===== src/rtl/exe_wb_arb_pkg.sv =====
// Shared execution-unit definitions for the writeback arbiter: unit encoding, widths, fixed priority order.
// The EXE_WB_RR_EN macro selects round-robin arbitration; without it the arbiter uses FIXED_ORDER.
package exe_wb_arb_pkg;

  localparam int ROB_ID_W  = 6;
  localparam int DATA_W    = 32;
  localparam int NUM_UNITS = 6;

  typedef enum logic [2:0] {
    UNIT_ALU  = 3'd0,
    UNIT_DIV  = 3'd1,
    UNIT_FPU  = 3'd2,
    UNIT_FDIV = 3'd3,
    UNIT_CSR  = 3'd4,
    UNIT_MEM  = 3'd5
  } ExeUnit_t;

  // Highest priority first; used when round-robin is not built in.
  localparam ExeUnit_t FIXED_ORDER [NUM_UNITS] =
    '{UNIT_ALU, UNIT_MEM, UNIT_CSR, UNIT_FPU, UNIT_DIV, UNIT_FDIV};

  function automatic ExeUnit_t next_unit(input ExeUnit_t u);
    return (u == UNIT_MEM) ? UNIT_ALU : ExeUnit_t'(u + 3'd1);
  endfunction

endpackage


===== src/rtl/exe_wb_arb_if.sv =====
// Bus between the execution units, the writeback arbiter and the commit stage.
// Done/grant strobes and wb_e_ are active-low.
interface exe_wb_arb_if;
  import exe_wb_arb_pkg::*;

  logic done_alu_, done_div_, done_fpu_, done_fdiv_, done_csr_, done_mem_;
  logic [NUM_UNITS-1:0][ROB_ID_W-1:0] done_tag;
  logic [NUM_UNITS-1:0][DATA_W-1:0]   done_data;
  logic [NUM_UNITS-1:0]               done_exp;
  logic gnt_alu_, gnt_div_, gnt_fpu_, gnt_fdiv_, gnt_csr_, gnt_mem_;
  logic                wb_stall;
  logic                wb_e_;
  ExeUnit_t            wb_unit;
  logic [ROB_ID_W-1:0] wb_tag;
  logic [DATA_W-1:0]   wb_data;
  logic                wb_exp;

  modport slave (
    input  done_alu_, done_div_, done_fpu_, done_fdiv_, done_csr_, done_mem_,
    input  done_tag, done_data, done_exp, wb_stall,
    output gnt_alu_, gnt_div_, gnt_fpu_, gnt_fdiv_, gnt_csr_, gnt_mem_,
    output wb_e_, wb_unit, wb_tag, wb_data, wb_exp
  );

  modport master (
    output done_alu_, done_div_, done_fpu_, done_fdiv_, done_csr_, done_mem_,
    output done_tag, done_data, done_exp, wb_stall,
    input  gnt_alu_, gnt_div_, gnt_fpu_, gnt_fdiv_, gnt_csr_, gnt_mem_,
    input  wb_e_, wb_unit, wb_tag, wb_data, wb_exp
  );

endinterface


===== src/rtl/exe_wb_rr.sv =====
// Six-way picker: the first requester at or after ptr (wrapping MEM->ALU) gets a one-hot grant.
module exe_wb_rr
  import exe_wb_arb_pkg::*;
(
  input  logic [NUM_UNITS-1:0] req,
  input  ExeUnit_t             ptr,
  output logic [NUM_UNITS-1:0] gnt
);

  logic       found;
  logic [2:0] idx;

  always_comb begin
    gnt   = '0;
    found = 1'b0;
    idx   = 3'd0;
    for (int k = 0; k < NUM_UNITS; k++) begin
      idx = 3'((int'(ptr) + k) % NUM_UNITS);
      if (!found && req[idx]) begin
        gnt[idx] = 1'b1;
        found    = 1'b1;
      end
    end
  end

endmodule


===== src/rtl/exe_wb.sv =====
// Writeback arbiter: grants one finished execution unit per cycle into a single output slot.
// Define EXE_WB_RR_EN for round-robin priority; otherwise fixed priority ALU>MEM>CSR>FPU>DIV>FDIV.
module exe_wb_arb
  import exe_wb_arb_pkg::*;
(
  input  logic         clk,
  input  logic         reset_,
  input  logic         flush,
  exe_wb_arb_if.slave  bus
);

  logic [NUM_UNITS-1:0] req, pick_req, gnt;
  logic                 slot_free, any_gnt;
  ExeUnit_t             gnt_idx;

  logic                 wb_e_q;
  ExeUnit_t             wb_unit_q;
  logic [ROB_ID_W-1:0]  wb_tag_q;
  logic [DATA_W-1:0]    wb_data_q;
  logic                 wb_exp_q;

  assign req = ~{bus.done_mem_, bus.done_csr_, bus.done_fdiv_,
                 bus.done_fpu_, bus.done_div_, bus.done_alu_};

  // A stalled full slot must keep its value, so grants only happen when it can be overwritten.
  assign slot_free = wb_e_q | ~bus.wb_stall;
  assign pick_req  = (slot_free && !flush && reset_) ? req : '0;

`ifdef EXE_WB_RR_EN
  ExeUnit_t ptr;

  exe_wb_rr u_pick (
    .req (pick_req),
    .ptr (ptr),
    .gnt (gnt)
  );

  always_ff @(posedge clk or negedge reset_) begin
    if (!reset_)
      ptr <= UNIT_ALU;
    else if (any_gnt)
      ptr <= next_unit(gnt_idx);
  end
`else
  logic [NUM_UNITS-1:0] perm_req, perm_gnt;

  // Reorder requests into priority order so the picker with a fixed zero pointer yields fixed priority.
  always_comb begin
    perm_req = '0;
    gnt      = '0;
    for (int i = 0; i < NUM_UNITS; i++) begin
      perm_req[3'(i)]       = pick_req[FIXED_ORDER[i]];
      gnt[FIXED_ORDER[i]]   = perm_gnt[3'(i)];
    end
  end

  exe_wb_rr u_pick (
    .req (perm_req),
    .ptr (UNIT_ALU),
    .gnt (perm_gnt)
  );
`endif

  assign any_gnt = |gnt;

  always_comb begin
    gnt_idx = UNIT_ALU;
    for (int i = 0; i < NUM_UNITS; i++) begin
      if (gnt[3'(i)])
        gnt_idx = ExeUnit_t'(3'(i));
    end
  end

  assign {bus.gnt_mem_, bus.gnt_csr_, bus.gnt_fdiv_,
          bus.gnt_fpu_, bus.gnt_div_, bus.gnt_alu_} = ~gnt;

  // Payload is only reloaded on a grant, so it holds its last value while wb_e_ is disabled.
  always_ff @(posedge clk or negedge reset_) begin
    if (!reset_) begin
      wb_e_q    <= 1'b1;
      wb_unit_q <= UNIT_ALU;
      wb_tag_q  <= '0;
      wb_data_q <= '0;
      wb_exp_q  <= 1'b0;
    end else if (flush) begin
      wb_e_q <= 1'b1;
    end else if (any_gnt) begin
      wb_e_q    <= 1'b0;
      wb_unit_q <= gnt_idx;
      wb_tag_q  <= bus.done_tag[gnt_idx];
      wb_data_q <= bus.done_data[gnt_idx];
      wb_exp_q  <= bus.done_exp[gnt_idx];
    end else if (slot_free) begin
      wb_e_q <= 1'b1;
    end
  end

  assign bus.wb_e_   = wb_e_q;
  assign bus.wb_unit = wb_unit_q;
  assign bus.wb_tag  = wb_tag_q;
  assign bus.wb_data = wb_data_q;
  assign bus.wb_exp  = wb_exp_q;

endmodule


===== src/flat_wrapper.sv =====
// flat-port wrapper written by rule: the top's interface ports become plain ports
module exe_wb_arb_flat import exe_wb_arb_pkg::*;
  (clk, reset_, flush, bus_done_alu_, bus_done_div_, bus_done_fpu_, bus_done_fdiv_, bus_done_csr_, bus_done_mem_, bus_done_tag, bus_done_data, bus_done_exp, bus_wb_stall, bus_gnt_alu_, bus_gnt_div_, bus_gnt_fpu_, bus_gnt_fdiv_, bus_gnt_csr_, bus_gnt_mem_, bus_wb_e_, bus_wb_unit, bus_wb_tag, bus_wb_data, bus_wb_exp);
  exe_wb_arb_if bus_i ();
  input  logic clk;
  input  logic reset_;
  input  logic flush;
  input wire logic [$bits(bus_i.done_alu_)-1:0] bus_done_alu_;
  input wire logic [$bits(bus_i.done_div_)-1:0] bus_done_div_;
  input wire logic [$bits(bus_i.done_fpu_)-1:0] bus_done_fpu_;
  input wire logic [$bits(bus_i.done_fdiv_)-1:0] bus_done_fdiv_;
  input wire logic [$bits(bus_i.done_csr_)-1:0] bus_done_csr_;
  input wire logic [$bits(bus_i.done_mem_)-1:0] bus_done_mem_;
  input wire logic [$bits(bus_i.done_tag)-1:0] bus_done_tag;
  input wire logic [$bits(bus_i.done_data)-1:0] bus_done_data;
  input wire logic [$bits(bus_i.done_exp)-1:0] bus_done_exp;
  input wire logic [$bits(bus_i.wb_stall)-1:0] bus_wb_stall;
  output wire logic [$bits(bus_i.gnt_alu_)-1:0] bus_gnt_alu_;
  output wire logic [$bits(bus_i.gnt_div_)-1:0] bus_gnt_div_;
  output wire logic [$bits(bus_i.gnt_fpu_)-1:0] bus_gnt_fpu_;
  output wire logic [$bits(bus_i.gnt_fdiv_)-1:0] bus_gnt_fdiv_;
  output wire logic [$bits(bus_i.gnt_csr_)-1:0] bus_gnt_csr_;
  output wire logic [$bits(bus_i.gnt_mem_)-1:0] bus_gnt_mem_;
  output wire logic [$bits(bus_i.wb_e_)-1:0] bus_wb_e_;
  output wire logic [$bits(bus_i.wb_unit)-1:0] bus_wb_unit;
  output wire logic [$bits(bus_i.wb_tag)-1:0] bus_wb_tag;
  output wire logic [$bits(bus_i.wb_data)-1:0] bus_wb_data;
  output wire logic [$bits(bus_i.wb_exp)-1:0] bus_wb_exp;
  assign bus_i.done_alu_ = bus_done_alu_;
  assign bus_i.done_div_ = bus_done_div_;
  assign bus_i.done_fpu_ = bus_done_fpu_;
  assign bus_i.done_fdiv_ = bus_done_fdiv_;
  assign bus_i.done_csr_ = bus_done_csr_;
  assign bus_i.done_mem_ = bus_done_mem_;
  assign bus_i.done_tag = bus_done_tag;
  assign bus_i.done_data = bus_done_data;
  assign bus_i.done_exp = bus_done_exp;
  assign bus_i.wb_stall = bus_wb_stall;
  assign bus_gnt_alu_ = bus_i.gnt_alu_;
  assign bus_gnt_div_ = bus_i.gnt_div_;
  assign bus_gnt_fpu_ = bus_i.gnt_fpu_;
  assign bus_gnt_fdiv_ = bus_i.gnt_fdiv_;
  assign bus_gnt_csr_ = bus_i.gnt_csr_;
  assign bus_gnt_mem_ = bus_i.gnt_mem_;
  assign bus_wb_e_ = bus_i.wb_e_;
  assign bus_wb_unit = bus_i.wb_unit;
  assign bus_wb_tag = bus_i.wb_tag;
  assign bus_wb_data = bus_i.wb_data;
  assign bus_wb_exp = bus_i.wb_exp;
  exe_wb_arb u_core (.clk(clk), .reset_(reset_), .flush(flush), .bus(bus_i));
endmodule

===== config.mk =====
export PLATFORM = sky130hd
export DESIGN_NAME = exe_wb_arb_flat
export DESIGN_NICKNAME = d
export VERILOG_FILES = /design/src/rtl/exe_wb_arb_pkg.sv /design/src/rtl/exe_wb_arb_if.sv /design/src/rtl/exe_wb_rr.sv /design/src/rtl/exe_wb.sv /design/src/flat_wrapper.sv
export SDC_FILE = /design/constraint.sdc
export NUM_CORES = 1
export LEC_CHECK = 0
export ABC_CLOCK_PERIOD_IN_PS = 14370
export CAP_MARGIN = 20
export CORE_AREA = 2 2 113 115
export DETAILED_ROUTE_END_ITERATION = 8
export DIE_AREA = 0 0 115 117
export HOLD_SLACK_MARGIN = 0.15
export PLACE_DENSITY = 0.66
export RECOVER_POWER = 50
export SYNTH_ARGS = -nofsm -noshare
export SYNTH_HDL_FRONTEND = slang
export SYNTH_HIERARCHICAL = 1
export SYNTH_SLANG_ARGS = --single-unit

===== constraint.sdc =====
create_clock -name clk -period 14.37 [get_ports clk]
set_clock_uncertainty 0.15 [all_clocks]
set_input_delay 4.311 -clock clk [delete_from_list [all_inputs] [get_ports clk]]
set_output_delay 4.311 -clock clk [all_outputs]
set_load 0.005 [all_outputs]

==> results.cfg <==
[floorplan]
rows = 41
die_area_um2 = 13500
io_pins = 293
die_width_um = 115
core-area_um2 = 12300
die_h_um = 117
start_util_pct = 24.1

[timing]
worst_slew_pin_slew_ns = 1.80
fin_crit_ns = 12.63
setup_viol = 0
hold_violations = 0
finalSetupTns_ns = 0
drv_slew = 33
rsz0062_at_grt = false
fin_crit_sh_pct = 87.9
relSlewSlack_pct = -20.0
max_freq_ghz = 0.0792

[worst_hold_path]
hold_start = u_core/bus.wb_data[29]
hp-class = reg2reg
min_delay_path_depth = 2

[run]
maxCapViolCount = 2

[clock_network]
htree_levels = 2
clock_latency_ns = 0.29
cts_made_buffers = 5
ctsResizeCount = 0
tritoncts = done
postCtsHoldBufs = 0
cts_root_buf = clkbuf_16
path_clk_slew_ns = 0.06
cts.sinks = 41
post-cts-setup-buffers = 0
clock_path_buffers = 2

[worst_setup_path]
required_ns = 9.91
worstSetupPathDepth = 11
worstPathArrival_ns = 8.17
critPathKind = in2out
worstSetupStartpoint = flush
crit_slowest_cell = clkbuf_1
path_cells = clkbuf_1 -> buf_4 -> nor4b_1 -> mux2i_4 -> o22ai_1 -> or4_4 -> nor2_8 -> nor3b_2 -> a2bb2oi_4 -> inv_1 -> clkdlybuf4s50_1
worstPathMaxFanout = 48
reg2reg_from = u_core/bus.wb_e_
path_buf_inv = 4
r2r_cells = 11
crit_family = buffers and inverters
cp_slowest_stage_delay_ns = 1.05
cp-end-kind = output port
crit_path_start_kind = input pin

[route]
ant_nets = 0
vias_per_cell = 4.59
drt_iter0_markers = 155
wl_per_cell_um = 16.4
vias = 2752
routed_wl_um = 9870
drt_first_pass_iters = 4
drc_errors = 0

[placed_design]
portBuffers = 130
dp_hpwl_um = 7740
place.detailed.instances = 591
gp_congestion = 0.882

[global_route]
grt_overflow = 0
grt_usage_pct = 14.7
grt_pass1_vias = 2708
grt_pass1_wl_um = 15000
grt_max_degree = 49
grt_antenna_before_repair = 0

[synthesis]
yosysWarnings = 6
syn_avg_cell_area_um2 = 9.50
synth_area_um2 = 2960
syn_inst = 312

[layout]
fin_util_pct = 36.5
multi_input_area_um2 = 1770
layout.cells.non_filler = 600
nFillCells = 1238
register_area_um2 = 1030
drive_above_1_share_pct = 5.56
area_growth_pct = 51.8
fin_nets = 703
diodes = 0

[power]
total_power_mw = 0.385
p_per_area_nw_per_um2 = 85.6
p_leak_nw = 1.87
ir_drop_uv = 43.5

[status]
status = finished with violations
violations = max-capacitance violations, max-slew violations
==> area by class of cell <==
type                       count  share of cell area, %
clock buffer                   6                   3.09
sequential                    41                   22.8
inverter                      13                   1.08
timing repair buffer         134                   29.2
clock inverter                 2                  0.306
tap                          150                   4.17
multi-input combinational    254                   39.3
==> routing by layer <==
layer  vias up  track usage, %  share of wire, %  routed length (um)
met5         -               0                 0                   0
met4         0            2.17              0.57                  56
met3         4            6.59                11                1130
met2       108            21.6                41                4070
met1      1280            20.2                47                4610
li1       1360               -                 -                   -
==> power breakdown <==
| part | internal (mW) | switching, mW |
|---|---|---|
| combinational | 0.0719 | 0.0600 |
| clock | 0.0692 | 0.0476 |
| sequential | 0.129 | 0.00721 |
==> layout by cell type, fill, tap and decap left out, drive strengths merged, types with 3 or more instances in the layout <==
| cell type | n |
|---|---|
| nor2b | 3 |
| and2 | 5 |
| o211ai | 3 |
| clkbuf | 10 |
| clkdlybuf4s50 | 107 |
| conb | 24 |
| o22ai | 4 |
| mux2i | 46 |
| xor2 | 3 |
| inv | 12 |
| ha | 10 |
| dlygate4sd3 | 21 |
| nand2b | 8 |
| a41oi | 4 |
| nor4b | 5 |
| dfrtp | 40 |
| nor3 | 5 |
| nor2 | 8 |
| nand2 | 44 |
| clkinv | 3 |
| o21ai | 41 |
==> flip-flops by register name, indices dropped and copies added (netlist names) <==
register,flops
u_core/bus.wb_unit,1
u_core/bus.wb_exp,1
u_core/bus.wb_data,32
u_core/bus.wb_e_,1
u_core/bus.wb_tag,6
==> worst register-to-register path, stage by stage, from the launching register on <==
cell and delay, ns:
dfstp_2 0.37, nor2b_1 0.23, nor4b_1 0.14, mux2i_1 0.58, a222oi_1 0.23, mux2_4 0.34
nor2_8 0.15, nor3b_2 0.28, a2bb2oi_4 0.18, buf_4 0.55, mux2i_1 0.47, o21ai_1 0.10
==> per-stage QoR <==
step	hold slack [ns]	setup slack, ns	instance area (um2)
after global placement	0.324	2.38	4350
after detailed placement	0.333	2.35	4350
after global routing	0.358	1.36	4500
after CTS	0.348	2.33	4500
after floorplan	0.326	3.33	3050
final	0.340	1.74	4500
==> final timing paths <==
check	endpoint	slack, ns
max	bus_gnt_fpu_	1.74
min	u_core/bus.wb_data[29]	0.34
max reg2reg	u_core/bus.wb_data[10]	10.49
min reg2reg	u_core/bus.wb_data[29]	0.34
max in group asynchronous	u_core/bus.wb_data[5]	7.95
min in group asynchronous	u_core/bus.wb_data[20]	3.96
Power figures use the tool's default switching activity.
